==> src/rtl/tick_scheduler.sv <==
// tick_scheduler: shared base-tick prescaler plus NCH software timer channels.
// Each channel counts base ticks down from a programmable period and emits a
// single-cycle ch_tick on expiry, in one-shot or periodic mode.
// Optional feature: define TICK_SCHED_FLAG_EN to build sticky per-channel
// expiry flags (ch_flag/flag_clr); otherwise ch_flag is tied to 0.
module tick_scheduler #(
  parameter int unsigned CLK_DIV = 200_000,
  parameter int unsigned NCH     = 4,
  parameter int unsigned PW      = 16
) (
  input  logic           clk,
  input  logic           rst,
  input  logic           pause,
  input  logic           cfg_we,
  input  logic [2:0]     cfg_ch,
  input  logic [PW-1:0]  cfg_period,
  input  logic           cfg_oneshot,
  input  logic [NCH-1:0] start,
  input  logic [NCH-1:0] stop,
  output logic           cfg_err,
  output logic           tick_o,
  output logic [NCH-1:0] ch_tick,
  output logic [NCH-1:0] ch_busy,
  output logic [NCH-1:0] ch_flag,
  input  logic [NCH-1:0] flag_clr
);

  localparam int unsigned CW = (CLK_DIV > 1) ? $clog2(CLK_DIV) : 1;
  localparam logic [CW-1:0] PcntMax = CW'(CLK_DIV - 1);

  typedef enum logic [0:0] {StIdle, StRun} ch_state_e;

  logic [CW-1:0]  pcnt_q, pcnt_d;
  logic           base_tick;
  logic           tick_q;
  logic           cfg_err_q, cfg_err_d;
  logic [NCH-1:0] cfg_sel, cfg_ok;
  logic [NCH-1:0] expire, ch_tick_q;

  ch_state_e      state_q [NCH];
  ch_state_e      state_d [NCH];
  logic [PW-1:0]  count_q [NCH];
  logic [PW-1:0]  count_d [NCH];
  logic [PW-1:0]  period_q[NCH];
  logic [PW-1:0]  period_d[NCH];
  logic [NCH-1:0] oneshot_q, oneshot_d;

  // Prescaler next state; pause freezes the count and masks the tick.
  always_comb begin
    pcnt_d    = pcnt_q;
    base_tick = (pcnt_q == PcntMax) && !pause;
    if (!pause) begin
      pcnt_d = (pcnt_q == PcntMax) ? '0 : pcnt_q + CW'(1);
    end
  end

  // Decode cfg_we: out-of-range index or a running target is rejected.
  always_comb begin
    cfg_sel = '0;
    for (int i = 0; i < NCH; i++) begin
      if (cfg_ch == 3'(i)) cfg_sel[i] = 1'b1;
    end
    cfg_ok    = '0;
    cfg_err_d = 1'b0;
    if (cfg_we) begin
      if (cfg_sel == '0 || (cfg_sel & ch_busy) != '0) cfg_err_d = 1'b1;
      else                                          cfg_ok    = cfg_sel;
    end
  end

  // Per-channel next state: stop > start > expiry > count down.
  always_comb begin
    oneshot_d = oneshot_q;
    expire    = '0;
    for (int i = 0; i < NCH; i++) begin
      state_d[i]  = state_q[i];
      count_d[i]  = count_q[i];
      period_d[i] = period_q[i];
      if (cfg_ok[i]) begin
        period_d[i]  = cfg_period;
        oneshot_d[i] = cfg_oneshot;
      end
      if (stop[i]) begin
        state_d[i] = StIdle;
        count_d[i] = '0;
      end else if (start[i]) begin
        // A same-cycle config write is already visible in period_d.
        if (period_d[i] != '0) begin
          state_d[i] = StRun;
          count_d[i] = period_d[i];
        end
      end else if (state_q[i] == StRun && base_tick) begin
        if (count_q[i] == PW'(1)) begin
          expire[i] = 1'b1;
          if (oneshot_q[i]) begin
            state_d[i] = StIdle;
            count_d[i] = '0;
          end else begin
            count_d[i] = period_q[i];
          end
        end else begin
          count_d[i] = count_q[i] - PW'(1);
        end
      end
    end
  end

  // State and output registers.
  always_ff @(posedge clk) begin
    if (rst) begin
      pcnt_q    <= '0;
      tick_q    <= 1'b0;
      cfg_err_q <= 1'b0;
      ch_tick_q <= '0;
      oneshot_q <= '0;
      for (int i = 0; i < NCH; i++) begin
        state_q[i]  <= StIdle;
        count_q[i]  <= '0;
        period_q[i] <= '0;
      end
    end else begin
      pcnt_q    <= pcnt_d;
      tick_q    <= base_tick;
      cfg_err_q <= cfg_err_d;
      ch_tick_q <= expire;
      oneshot_q <= oneshot_d;
      for (int i = 0; i < NCH; i++) begin
        state_q[i]  <= state_d[i];
        count_q[i]  <= count_d[i];
        period_q[i] <= period_d[i];
      end
    end
  end

  // Busy is a direct view of the registered channel state.
  always_comb begin
    for (int i = 0; i < NCH; i++) begin
      ch_busy[i] = (state_q[i] == StRun);
    end
  end

  assign tick_o  = tick_q;
  assign cfg_err = cfg_err_q;
  assign ch_tick = ch_tick_q;

`ifdef TICK_SCHED_FLAG_EN
  logic [NCH-1:0] flag_q;

  // Sticky flags set from the visible ch_tick pulse; set beats clear.
  always_ff @(posedge clk) begin
    if (rst) flag_q <= '0;
    else     flag_q <= ch_tick_q | (flag_q & ~flag_clr);
  end

  assign ch_flag = flag_q;
`else
  logic unused_flag_clr;
  assign unused_flag_clr = ^flag_clr;
  assign ch_flag         = '0;
`endif

endmodule

==> config.mk <==
export PLATFORM = sky130hd
export DESIGN_NAME = tick_scheduler
export DESIGN_NICKNAME = d
export VERILOG_FILES = /design/src/rtl/tick_scheduler.sv
export SDC_FILE = /design/constraint.sdc
export NUM_CORES = 1
export LEC_CHECK = 0
export ABC_AREA = 1
export BUFFER_PORTS_ARGS = -buffer_cell sky130_fd_sc_hd__buf_2
export CORE_MARGIN = 4
export CORE_UTILIZATION = 60
export DETAILED_ROUTE_END_ITERATION = 10
export PLACE_DENSITY = 0.78
export SYNTH_ARGS = -nofsm -noshare
export SYNTH_HDL_FRONTEND = slang
export SYNTH_SLANG_ARGS = --single-unit
==> constraint.sdc <==
create_clock -name clk -period 5.5 [get_ports clk]
set_clock_uncertainty 0.2 [all_clocks]
set_input_delay 0.825 -clock clk [delete_from_list [all_inputs] [get_ports clk]]
set_output_delay 0.825 -clock clk [all_outputs]
set_load 0.1 [all_outputs]
==> results.cfg <==
[outcome]
status = complete, no violations

[setup_path]
cp_data_arrival_time_ns = 4.28
setup.worst_path.end_class = flip-flop
required_ns = 5.63
crit_top_cell = nand2_1
critPathMaxStageDelay_ns = 0.75
r2r_slack_ns = 1.48
crit_family = simple AND/OR/NAND/NOR gates
cp_max_fo = 37
startpoint_type = primary input
cp_num_buf_inv = 3
path_class = in -> reg
worstPathCellList = buf_2 > inv_1 > nand3_1 > nand2_1 > inv_2 > nand3_1 > nand2_1 > o21ai_1 > nor2_1 > nand2_1 > nor2_1 > nand2_1 > nand2_1 > nand2_2 > nor2_1 > nor2_1
crit_slowest_cell = nand2_1

[pwr]
totalPowerFinal_mw = 3.26
power.switching_mw = 1.04
sw_frac_of_total_pct = 31.9
combPwrFrac_pct = 23.1
p_int_mw = 2.22
powerDensity_nw_per_um2 = 302
p_leak_nw = 4.96
vdd_drop_max_mv = 0.213
power_frac_seq_pct = 37.7
pwr-share-clk_pct = 39.3

[drt]
vias = 10308
wl_met2_um = 13100
wl_um = 27600
drt_iter0_markers = 981
wl_met3_um = 1890
drcViolationCount = 0
wl_per_cell_um = 14.9
drt_first_pass_iters = 6
antenna_left = 0
wl_met1_um = 11800
via_per_inst = 5.56
top_layer_used = met5

[sta]
hold_ws_ns = 0.285
max_freq_ghz = 0.241
finalWorstSetupSlack_ns = 1.35
setup_viol = 0
finalHoldViolations = 0
fin_crit_sh_pct = 75.4
relSlewSlack_pct = 18.9
post-route-min-period_ns = 4.15
rsz0062_at_grt = false
finalSetupTns_ns = 0
final-max-slew-violation-count = 0
worst_slew_pin_slew_ns = 1.21

[placement]
detailedPlace.worstSlack_ns = 1.01
gp_congestion = 0.936
io_buffers = 41
place_hpwl_um = 19800

[job]
maxCapViolations = 0

[die]
ios = 50
fp.dieArea_um2 = 18700
die_h_um = 137
die_x_um = 137
num_rows = 46
fp.coreArea_um2 = 16100
initial_utilization_pct = 62.1

[layout]
layout-drive-gt1-share_pct = 6.90
fillCellCount = 1507
mostFrequentLayoutCells = 372 x nand2_1, 293 x nor2_1, 196 x inv_1, 160 x dfxtp_1, 119 x nand3_1
layout_commonest_cell = nand2_1
area_delta_synth_final_pct = 8.31
final_nets = 1669

[global_route]
grt_pass1_wl_um = 44900
grt_pass1_vias = 9390
antenna_found_initial = 3
grt_util_all_layers_pct = 29.9
overflow = 0
grt_max_degree = 46

[clock_network]
clk_path_buf_depth = 2
cts_made_buffers = 17
cts_tree = yes
cts-root-buf = clkbuf_16
cts.clk_slew.worst_paths_ns = 0.06
clock_latency_ns = 0.44
cts.sinks = 160
ctsHtreeMaxLevel = 4
ctsResizeCount = 0
postCtsSetupBuffers = 0
hold_buffers = 0

[synth]
ys_seq_elements = 160
yosys-top-cells-area = dfxtp_1 32%, nand2_1 14%, nor2_1 11%
syn-mean-instance-area_um2 = 6.12
yosys.area.top_type_share_pct = 32.1
yosysTopAreaCell = dfxtp_1
synth_area_um2 = 9970
synth_cell_types = 42
ys_seq_area_share_pct = 32.1
ys.warnings.count = 0
syn_inst = 1629

[hold_path]
holdCritPathClass = reg -> reg
-- tightest hold or removal path, delay by kind of cell (launching register included) --
family / cells / cell delay [ns]
flops: 1 / 0.33
simple gates: 2 / 0.13
-- power groups by stage --
stage | Combinational (mW) | Sequential, mW | Clock, mW
3_3_place_gp | 0.728 | 1.25 | 0
2_1_floorplan | 0.589 | 1.25 | 0
6_report | 0.753 | 1.23 | 1.28
5_1_grt | 0.848 | 1.23 | 1.34
3_5_place_dp | 0.736 | 1.25 | 0
4_1_cts | 0.744 | 1.23 | 1.29
-- cells in the mapped netlist --
library cell / count
nand2_2: 4
nand3_2: 2
nand4_1: 53
buf_2: 18
nor3b_1: 2
o41ai_1: 2
a22oi_1: 12
o21ai_1: 27
a21oi_2: 9
clkbuf_1: 43
o21a_1: 1
a211oi_1: 6
dfxtp_1: 160
nor3_2: 1
nor2_8: 1
nand2_1: 372
nor2_1: 293
xor2_1: 34
a22o_1: 2
conb_1: 1
inv_1: 196
nor4_2: 2
clkinv_1: 2
or2_2: 1
nor2_2: 3
inv_2: 4
nor4_1: 12
o31ai_1: 1
nor2_4: 1
a21oi_1: 70
buf_1: 5
xnor2_1: 10
ha_1: 9
buf_6: 1
o22ai_1: 3
a31oi_1: 11
nand3_1: 119
nor3_1: 21
o21ai_0: 97
nand3b_1: 4
o21ai_4: 1
buf_4: 13
-- final timing paths --
| check | cells past startpoint | end | startpoint |
|---|---|---|---|
| max | 16 | count_q[2][15] | cfg_ch[0] |
| max reg2reg | 14 | count_q[2][15] | state_q[0] |
| min reg2reg | 2 | count_q[0][1] | count_q[0][1] |
| min | 2 | count_q[0][1] | count_q[0][1] |
-- kinds of logic (layout without fill, tap and decap cells) --
| family | count (synthesis) | count (layout) | synth area share (%) |
|---|---|---|---|
| simple gates | 891 | 891 | 38.0 |
| fa+ha+maj | 9 | 9 | 1.13 |
| buf+inv | 282 | 287 | 11.4 |
| compound gates | 242 | 242 | 13.4 |
| flops | 160 | 160 | 32.1 |
| other cells | 1 | 5 | 0.0376 |
| xor+xnor | 44 | 44 | 3.87 |
-- layer usage --
metal  GRT usage, %  vias up
met2           50.1      341
met3           5.29       53
met1           38.4     4685
met5              0        -
met4           11.5        4
li1               -     5225
-- area by class of cell --
type | count | area, µm² | share of cell area (%)
Multi-Input combinational cell | 1190 | 5640 | 52.2
Sequential cell | 160 | 3200 | 29.7
Inverter | 202 | 758 | 7.02
Clock buffer | 19 | 443 | 4.10
Timing Repair Buffer | 53 | 295 | 2.74
Tap cell | 216 | 270 | 2.50
Clock inverter | 13 | 185 | 1.72
Antenna cell | 1 | 2.50 | 0.0232
-- sequential cells by signal, indices dropped and copies added, names as in the netlist --
| register | flops |
|---|---|
| state_q | 4 |
| ch_tick | 4 |
| tick_o | 1 |
| pcnt_q | 18 |
| period_q | 64 |
| cfg_err | 1 |
| oneshot_q | 4 |
| count_q | 64 |
-- through the flow --
stage | util [%] | area [µm²] | cells
final | 67.2 | 10800 | 1854
after global routing | 67.2 | 10800 | 1854
after CTS | 67.2 | 10800 | 1853
after detailed placement | 63.3 | 10200 | 1821
after global placement | 63.3 | 10200 | 1821
after floorplan | - | 9980 | 1632
(Power assumes the default switching activity.)
